--- config.mk ---
export PLATFORM = sky130hd
export DESIGN_NAME = coherency_bus_ctrl
export DESIGN_NICKNAME = d
export VERILOG_FILES = /design/src/rtl/cpu_types_pkg.sv /design/src/rtl/coherency_bus_ctrl_rr_arbiter.sv /design/src/rtl/coherency_bus_ctrl.sv
export SDC_FILE = /design/constraint.sdc
export NUM_CORES = 1
export LEC_CHECK = 0
export ABC_CLOCK_PERIOD_IN_PS = 3300
export CORE_AREA = 2 2 195 197
export CTS_CLUSTER_DIAMETER = 50
export DETAILED_ROUTE_END_ITERATION = 8
export DIE_AREA = 0 0 197 199
export PLACE_DENSITY = 0.48
export SLEW_MARGIN = 10
export SYNTH_ARGS = -nofsm -noshare
export SYNTH_HDL_FRONTEND = slang
export SYNTH_SLANG_ARGS = --single-unit
--- constraint.sdc ---
create_clock -name CLK -period 3.3 [get_ports CLK]
set_input_delay 0.495 -clock CLK [delete_from_list [all_inputs] [get_ports CLK]]
set_output_delay 0.495 -clock CLK [all_outputs]
set_load 0.02 [all_outputs]
--- src/rtl/cpu_types_pkg.sv ---
// cpu_types_pkg: shared RAM handshake and coherency-bus types
package cpu_types_pkg;
  typedef logic [31:0] word_t;
  typedef enum logic [1:0] {FREE, BUSY, ACCESS, ERROR} ramstate_t;
  typedef enum logic [2:0] {IDLE, IF, WB, SNOOP, C2C, M2C} busstate_t;
endpackage

--- src/rtl/coherency_bus_ctrl_rr_arbiter.sv ---
// rr_arbiter: picks the first set request at or after ptr, wrapping at N-1
module rr_arbiter #(
  parameter int N = 2
) (
  input  logic [N-1:0]         req,
  input  logic [$clog2(N)-1:0] ptr,
  output logic [$clog2(N)-1:0] grant,
  output logic                 valid
);
  localparam int IW = $clog2(N);
  // Scan farthest-first so the nearest set bit overwrites and wins.
  always_comb begin
    grant = '0;
    valid = 1'b0;
    for (int i = N - 1; i >= 0; i--) begin
      if (req[IW'((int'(ptr) + i) % N)]) begin
        grant = IW'((int'(ptr) + i) % N);
        valid = 1'b1;
      end
    end
  end
endmodule

--- src/rtl/coherency_bus_ctrl.sv ---
// coherency_bus_ctrl: N-core snooping coherency controller and RAM arbiter
module coherency_bus_ctrl
  import cpu_types_pkg::*;
#(
  parameter int NCORES    = 2,
  parameter int BLK_WORDS = 2,
  parameter int SNOOP_MAX = 15
) (
  input  logic                     CLK,
  input  logic                     nRST,
  input  logic      [NCORES-1:0]   iREN,
  input  word_t     [NCORES-1:0]   iaddr,
  input  logic      [NCORES-1:0]   dREN,
  input  logic      [NCORES-1:0]   dWEN,
  input  word_t     [NCORES-1:0]   daddr,
  input  word_t     [NCORES-1:0]   dstore,
  input  logic      [NCORES-1:0]   ccwrite,
  output logic      [NCORES-1:0]   iwait,
  output logic      [NCORES-1:0]   dwait,
  output word_t     [NCORES-1:0]   iload,
  output word_t     [NCORES-1:0]   dload,
  output logic      [NCORES-1:0]   ccwait,
  output logic      [NCORES-1:0]   ccinv,
  output word_t     [NCORES-1:0]   ccsnoopaddr,
  input  ramstate_t                ramstate,
  input  word_t                    ramload,
  output word_t                    ramaddr,
  output word_t                    ramstore,
  output logic                     ramREN,
  output logic                     ramWEN
);
  localparam int IW = $clog2(NCORES);
  localparam int WW = $clog2(BLK_WORDS) + 1;
  localparam int SW = $clog2(SNOOP_MAX + 1);
  busstate_t state, nstate;
  logic [IW-1:0] gptr, req, rsp, req_inc, ngrant, sgrant;
  logic [WW-1:0] wcnt;
  logic [SW-1:0] scnt;
  logic [NCORES-1:0] elig, peer, dirty;
  logic nvalid, svalid, acc, last, timeout, live, abort;
  assign elig    = iREN | dREN | dWEN;
  assign peer    = ~(NCORES'(1) << req);
  assign dirty   = dWEN & ccwrite & peer;
  assign req_inc = (req == IW'(NCORES - 1)) ? '0 : req + 1'b1;
  assign acc     = ramstate == ACCESS;
  assign last    = wcnt == WW'(BLK_WORDS - 1);
  assign timeout = scnt + 1'b1 == SW'(SNOOP_MAX);
  // The request bit that opened the transaction must stay up, or we abandon it.
  assign live    = (state == IF) ? iREN[req] : (state == WB) ? dWEN[req] : dREN[req];
  assign abort   = (state != IDLE) && !live;
  rr_arbiter #(.N(NCORES)) u_arb (.req(elig),  .ptr(gptr),    .grant(ngrant), .valid(nvalid));
  rr_arbiter #(.N(NCORES)) u_snp (.req(dirty), .ptr(req_inc), .grant(sgrant), .valid(svalid));
  always_comb begin
    nstate = state;
    case (state)
      IDLE:    if (nvalid) nstate = dWEN[ngrant] ? WB : dREN[ngrant] ? SNOOP : IF;
      IF:      if (acc) nstate = IDLE;
      SNOOP:   nstate = svalid ? C2C : (!(|(dWEN & peer)) || timeout) ? M2C : SNOOP;
      default: if (acc && last) nstate = IDLE;
    endcase
    if (abort) nstate = IDLE;
  end
  always_comb begin
    iwait       = '1;
    dwait       = '1;
    iload       = '0;
    dload       = '0;
    ccwait      = '0;
    ccinv       = '0;
    ccsnoopaddr = '0;
    ramaddr     = '0;
    ramstore    = '0;
    ramREN      = 1'b0;
    ramWEN      = 1'b0;
    if (!abort) begin
      case (state)
        IF: begin
          ramREN     = 1'b1;
          ramaddr    = iaddr[req];
          iload[req] = ramload;
          iwait[req] = !acc;
        end
        WB: begin
          ramWEN     = 1'b1;
          ramaddr    = daddr[req];
          ramstore   = dstore[req];
          dwait[req] = !acc;
        end
        SNOOP: begin
          ccwait = peer;
          ccinv  = ccwrite[req] ? peer : '0;
          for (int k = 0; k < NCORES; k++) if (peer[k]) ccsnoopaddr[k] = daddr[req];
        end
        C2C: begin
          ccwait[rsp] = 1'b1;
          dload[req]  = dstore[rsp];
          ramWEN      = 1'b1;
          ramaddr     = daddr[rsp];
          ramstore    = dstore[rsp];
          dwait[req]  = !acc;
          dwait[rsp]  = !acc;
        end
        M2C: begin
          ramREN     = 1'b1;
          ramaddr    = daddr[req];
          dload[req] = ramload;
          dwait[req] = !acc;
        end
        default: ;
      endcase
    end
  end
  always_ff @(posedge CLK) begin
    if (!nRST) begin
      state <= IDLE;
      gptr  <= '0;
      req   <= '0;
      rsp   <= '0;
      wcnt  <= '0;
      scnt  <= '0;
    end else begin
      state <= nstate;
      if (state == IDLE && nvalid) begin
        req  <= ngrant;
        wcnt <= '0;
        scnt <= '0;
      end
      if (state == SNOOP) begin
        scnt <= scnt + 1'b1;
        if (svalid) rsp <= sgrant;
      end
      if (acc && !abort && (state == WB || state == C2C || state == M2C)) wcnt <= wcnt + 1'b1;
      if (state != IDLE && nstate == IDLE) gptr <= req_inc;
    end
  end
endmodule

### Word level (Yosys, flattened, before mapping)

Index checks and enable logic that the tools add are counted.

* word-level logic and storage cells: 150
* flip-flop bits (word level): 12
* input bits: 236
* output and inout port bits: 266

* order comparisons: 9
* eq/ne operators: 8
* $add $sub $neg: 5
* shift operators: 1
* bitwise operators: 10
* muxes and demuxes: 86
* reductions and logical operators: 25

Operator list (number)
* 32-bit two-way mux: 15
* 64-bit two-way mux: 5
* 64-bit bitwise AND: 2
* 64-bit one-hot mux with 2 select lines: 1
* 32-bit one-hot mux with 3 select lines: 1
* 32-bit one-hot mux with 2 select lines: 1
* 1-bit two-way mux: 37
* 32-bit demux with 1-bit select: 1
* 2-bit two-way mux: 11
* 3-bit two-way mux: 6
* 1-bit by 3-bit < comparator with 1-bit output (second input constant): 4
* 3-bit one-hot mux with 3 select lines: 1
* 1-bit logical AND: 8
* 4-bit two-way mux: 2
* 2-bit one-hot mux with 2 select lines: 2
* 2-bit OR reduction: 4
* 3-bit by 2-bit == test with 1-bit output (second input constant): 2
* 3-bit == test (second input constant): 2
* 3-bit logical NOT: 2
* 1-bit by 2-bit < comparator with 1-bit output (second input constant): 3
* 4-bit by 1-bit adder with 4-bit output (second input constant): 1
* 4-bit == test (second input constant): 1
* 1-bit logical NOT: 4
* 2-bit NOT: 2
* other kinds (17): 26

### Depth between registers and ports, before layout

* depth after elaboration: 15
* gate-level depth with buffers: 8
* gate-level depth less buffers: 8

### Cells and area by module

Synthesis repeated with hierarchy kept, for this count alone.

* cells, all modules: 670
* area, all modules: 4261.6 um2

Modules (own cells, without submodules)
* coherency_bus_ctrl: instances 1, cells an instance 666, seq. area each 240.2 um2, area each 4234.1 um2
* rr_arbiter: instances 2, cells an instance 2, seq. area each 0.0 um2, area each 13.8 um2

### Worst setup path after synthesis

No wires, ideal clock.

* path kind: reg2out
* from: reg state[0]
* to: out ramaddr[10]
* path slack: 1.037 ns
* required time: 2.805 ns
* path buffers: 3
* cell stages (with the launch flop): 9
* data arrival time: 1.768 ns
* cell sequence: dfxtp_1 > buf_2 > nor3b_4 > a32oi_1 > o21a_1 > buf_2 > o21ai_2 > buf_2 > nor2_1

* cells in the longest elaborated chain, start to end: 6
* elaborated cells between the ends (all ways): 12
* classes of those cells: eq/ne (4); mux (4); reduce/logical (4)

RTL lines
* start: declaration: RTL line coherency_bus_ctrl.sv:35 `busstate_t state, nstate;`
* start signal: assignment: RTL line coherency_bus_ctrl.sv:122 `state <= nstate;`
* 3-bit by 2-bit == test with 1-bit output: RTL line coherency_bus_ctrl.sv:49, coherency_bus_ctrl.sv:76
* 1-bit two-way mux (2 in series): RTL line coherency_bus_ctrl.sv:49 `assign live = (state == IF) ? iREN[req] : (state == WB) ? dWEN[req] : dREN[req];`
* 1-bit logical NOT: RTL line coherency_bus_ctrl.sv:50 `assign abort = (state != IDLE) && !live;`
* 1-bit logical AND: RTL line coherency_bus_ctrl.sv:50
* 32-bit two-way mux *: RTL line coherency_bus_ctrl.sv:75 `if (!abort) begin`
* end: declaration: RTL line coherency_bus_ctrl.sv:27 `output word_t ramaddr,`

Mark *: on every way between the ends. The rest lies on a longest branch, timed or not.

### Worst setup path in the final report

* from: reg state[1]
* to: out ramaddr[23]

Same word-level chain as after synthesis.

==> flow_summary_export.csv <==
group,metric,value,unit
logic_synthesis,async_reset_ff_share,0,%
final_layout,area_delta_synth_final,146.5,%
drt,drtIter0Drc,529,
drt,num_vias,7093,
clock_network,cts_tree,"built",
clock_network,cts.sinks,12,
logic_synthesis,synth_edf_count,0,
grt,grt_pass1_vias,7049,
floorplanning,die_w,197,um
final_layout,nFillCells,4018,
placement,dpl_cell_area,10130,um2
sta,setup_viol_count_final,0,
logic_synthesis,yosysWarnings,0,
logic_synthesis,synth_seq_cells,12,
critical_path,startpoint_type,"register",
floorplanning,io_pins,502,
sta,maxSlewHeadroom,66.33,%
clock_network,htreeDepth,1,
final_layout,fin_nets,1389,
final_layout,drive_gt1_share,10.62,%
clock_network,clk_pin_slew,0.05,ns
final_layout,utilization,28.32,%
power_and_ir_drop,peakVddDrop,0.0002176,V
power_and_ir_drop,p_leak,0.005224,uW
sta,rsz0062_at_grt,"yes",
clock_network,root_buffer,"clkbuf_16",
grt,track_usage,15.52,%
placement,globalplace.congestion,0.8833,
logic_synthesis,synth_cells,654,
sta,fin_skew,0.0007286,ns
logic_synthesis,syn_avg_cell_area,6.524,um2
drt,finalWirelength,33500,um
outcome,outcome,"complete, no violations",
placement,hpwl,26670,um
clock_network,numCtsBuffers,3,
logic_synthesis,syn-cell-area,4267,um2
drt,detail-route-antenna-nets,0,
grt,grt_pass1_wl,46580,um
grt,grt_max_degree,69,
sta,hold_violations,0,
floorplanning,rows,71,
clock_network,clock_latency,0.24,ns
sta,min_period,3.289,ns
logic_synthesis,synth_ff_type,"dfxtp_1",
sta,fin_ws,0.01087,ns
logic_synthesis,syn_nets,893,
grt,antenna_found_initial,0,
sta,slew_violations,0,
clock_network,clockBufferDepth,2,
sta,whs,0.4908,ns
drt,drc,0,
grt,overflow,0,
logic_synthesis,yosysSeqAreaShare,5.630,%
drt,first_pass_iters,6,
critical_path,cp.arrival,2.79,ns
final_layout,diodes,0,
critical_path,endpoint_kind,"output port",
logic_synthesis,synthDistinctLibCells,57,
job,drv_cap,0,
sta,post-route-period-util,99.67,%
sta,fmax,0.3040,GHz
sta,tns,0,ns
placement,post-place-ws,-0.01121,ns
worst_hold_path,holdCritPathClass,"reg2reg",
final_layout,design_area,10520,um2
drt,viasPerCell,4.370,
sta,max_slew.worst_pin.slew,0.5031,ns
critical_path,crit_type,"reg2out",
floorplanning,start_util,11.49,%
drt,wire_per_inst,20.64,um
floorplanning,coreArea,37130,um2
power_and_ir_drop,power_density,352.7,nW/um2
placement,io_buffers,501,
critical_path,path_max_fanout,14,
floorplanning,dieArea,39200,um2
critical_path,cp.required,2.80,ns
floorplanning,die_h,199,um
-- through the flow --
step,total power (uW),instances
floorplan,1820,654
global placement,3415,1615
detailed placement,3403,1615
CTS,3681,1619
global route,3951,1623
finish,3709,1623
-- cell type report --
| class | instances | area (um2) | area share [%] |
|---|---|---|---|
| inverters | 7 | 26.28 | 0.2499 |
| clock buffers | 4 | 88.84 | 0.8448 |
| multi-input cells | 567 | 3724 | 35.41 |
| well taps | 474 | 593.1 | 5.640 |
| repair buffers | 559 | 5839 | 55.53 |
| flip-flops and latches | 12 | 244.0 | 2.320 |
-- cells by family after synthesis --
group | after synthesis | share of synthesized area (%)
simple gates | 356 | 41.70
mux | 69 | 17.16
flops | 12 | 5.630
buf+inv | 76 | 8.328
fa+ha+maj | 3 | 0.8799
compound gates | 138 | 26.31
-- routing by layer --
layer	vias up	GRT usage (%)	wire, um
li1	3375	-	-
met1	3374	19.69	14090
met2	308	27.76	16880
met3	36	2.289	1749
met4	0	3.230	775
met5	-	0	0
-- worst max-delay path: stages (launching register included) --
cell and delay [ns]:
dfxtp_1 0.34, buf_4 0.23, nor2_4 0.06, buf_4 0.15
a21o_1 0.28, a22o_4 0.37, a222oi_1 0.48, nor2_1 0.07
clkdlybuf4s50_1 0.55
-- cell usage after synthesis, drive strengths merged (9+ instances only) --
master,instances,area share (%)
and3,36,5.3
clkbuf,33,2.9
a22oi,34,6.0
a222oi,32,7.5
nand2,47,4.2
nor2,143,13
o21ai,9,1.3
dfxtp,12,5.6
and2,98,14
o211ai,34,6.0
mux2,33,8.7
buf,36,4.8
mux2i,36,8.4
-- layout by cell type (no fill, tap or decap), types with 2 or more instances in the layout --
master,instances
a21oi_1,8
a222oi_1,32
a22o_4,2
a22oi_1,34
a31oi_1,2
and2_1,98
and3_1,36
buf_12,13
buf_4,45
clkbuf_16,3
clkdlybuf4s50_1,407
dfxtp_1,9
dfxtp_2,3
dlygate4sd2_1,3
dlymetal6s2s_1,90
ha_1,3
inv_1,3
inv_2,4
mux2_2,33
mux2i_1,36
nand2_1,46
nand2b_1,4
nand3_1,4
nand3b_1,2
nor2_1,138
nor2_2,4
nor2b_1,3
nor3_1,4
nor3_2,2
o2111ai_1,2
o211ai_1,34
o21a_1,2
o21ai_0,5
o21ai_2,2
or3_1,2
-- final timing paths --
path | startpoint | to | slack, ns | depth (start not counted)
max | state[1]$_SDFF_PN0_ | ramaddr[23] | 0.01 | 8
max reg2reg | state[0]$_SDFF_PN0_ | gptr$_SDFFE_PN0P_ | 1.10 | 8
min reg2reg | scnt[3]$_SDFFE_PN0P_ | scnt[3]$_SDFFE_PN0P_ | 0.49 | 1
min | scnt[3]$_SDFFE_PN0P_ | scnt[3]$_SDFFE_PN0P_ | 0.49 | 1
-- what timing repair did --
item                       in CTS  in global routing
hold endpoints to repair        0                  0
buffers inserted                0                  3
gates resized for setup         4                 95
gates cloned                    0                  1
setup endpoints to repair      34                128
pin swaps                       0                  3
hold buffers                    0                  0
-- power by group --
part | total, uW | switching (uW) | internal (uW)
Clock | 254 | 70.7 | 184
Sequential | 207 | 39.3 | 168
Combinational | 3250 | 1770 | 1480
Total | 3710 | 1880 | 1830
-- registers in the layout (all words and copies together) (netlist names) --
| signal | flops |
|---|---|
| gptr | 1 |
| req | 1 |
| rsp | 1 |
| scnt | 4 |
| state | 3 |
| wcnt | 2 |
Power figures use the tool's default switching activity.
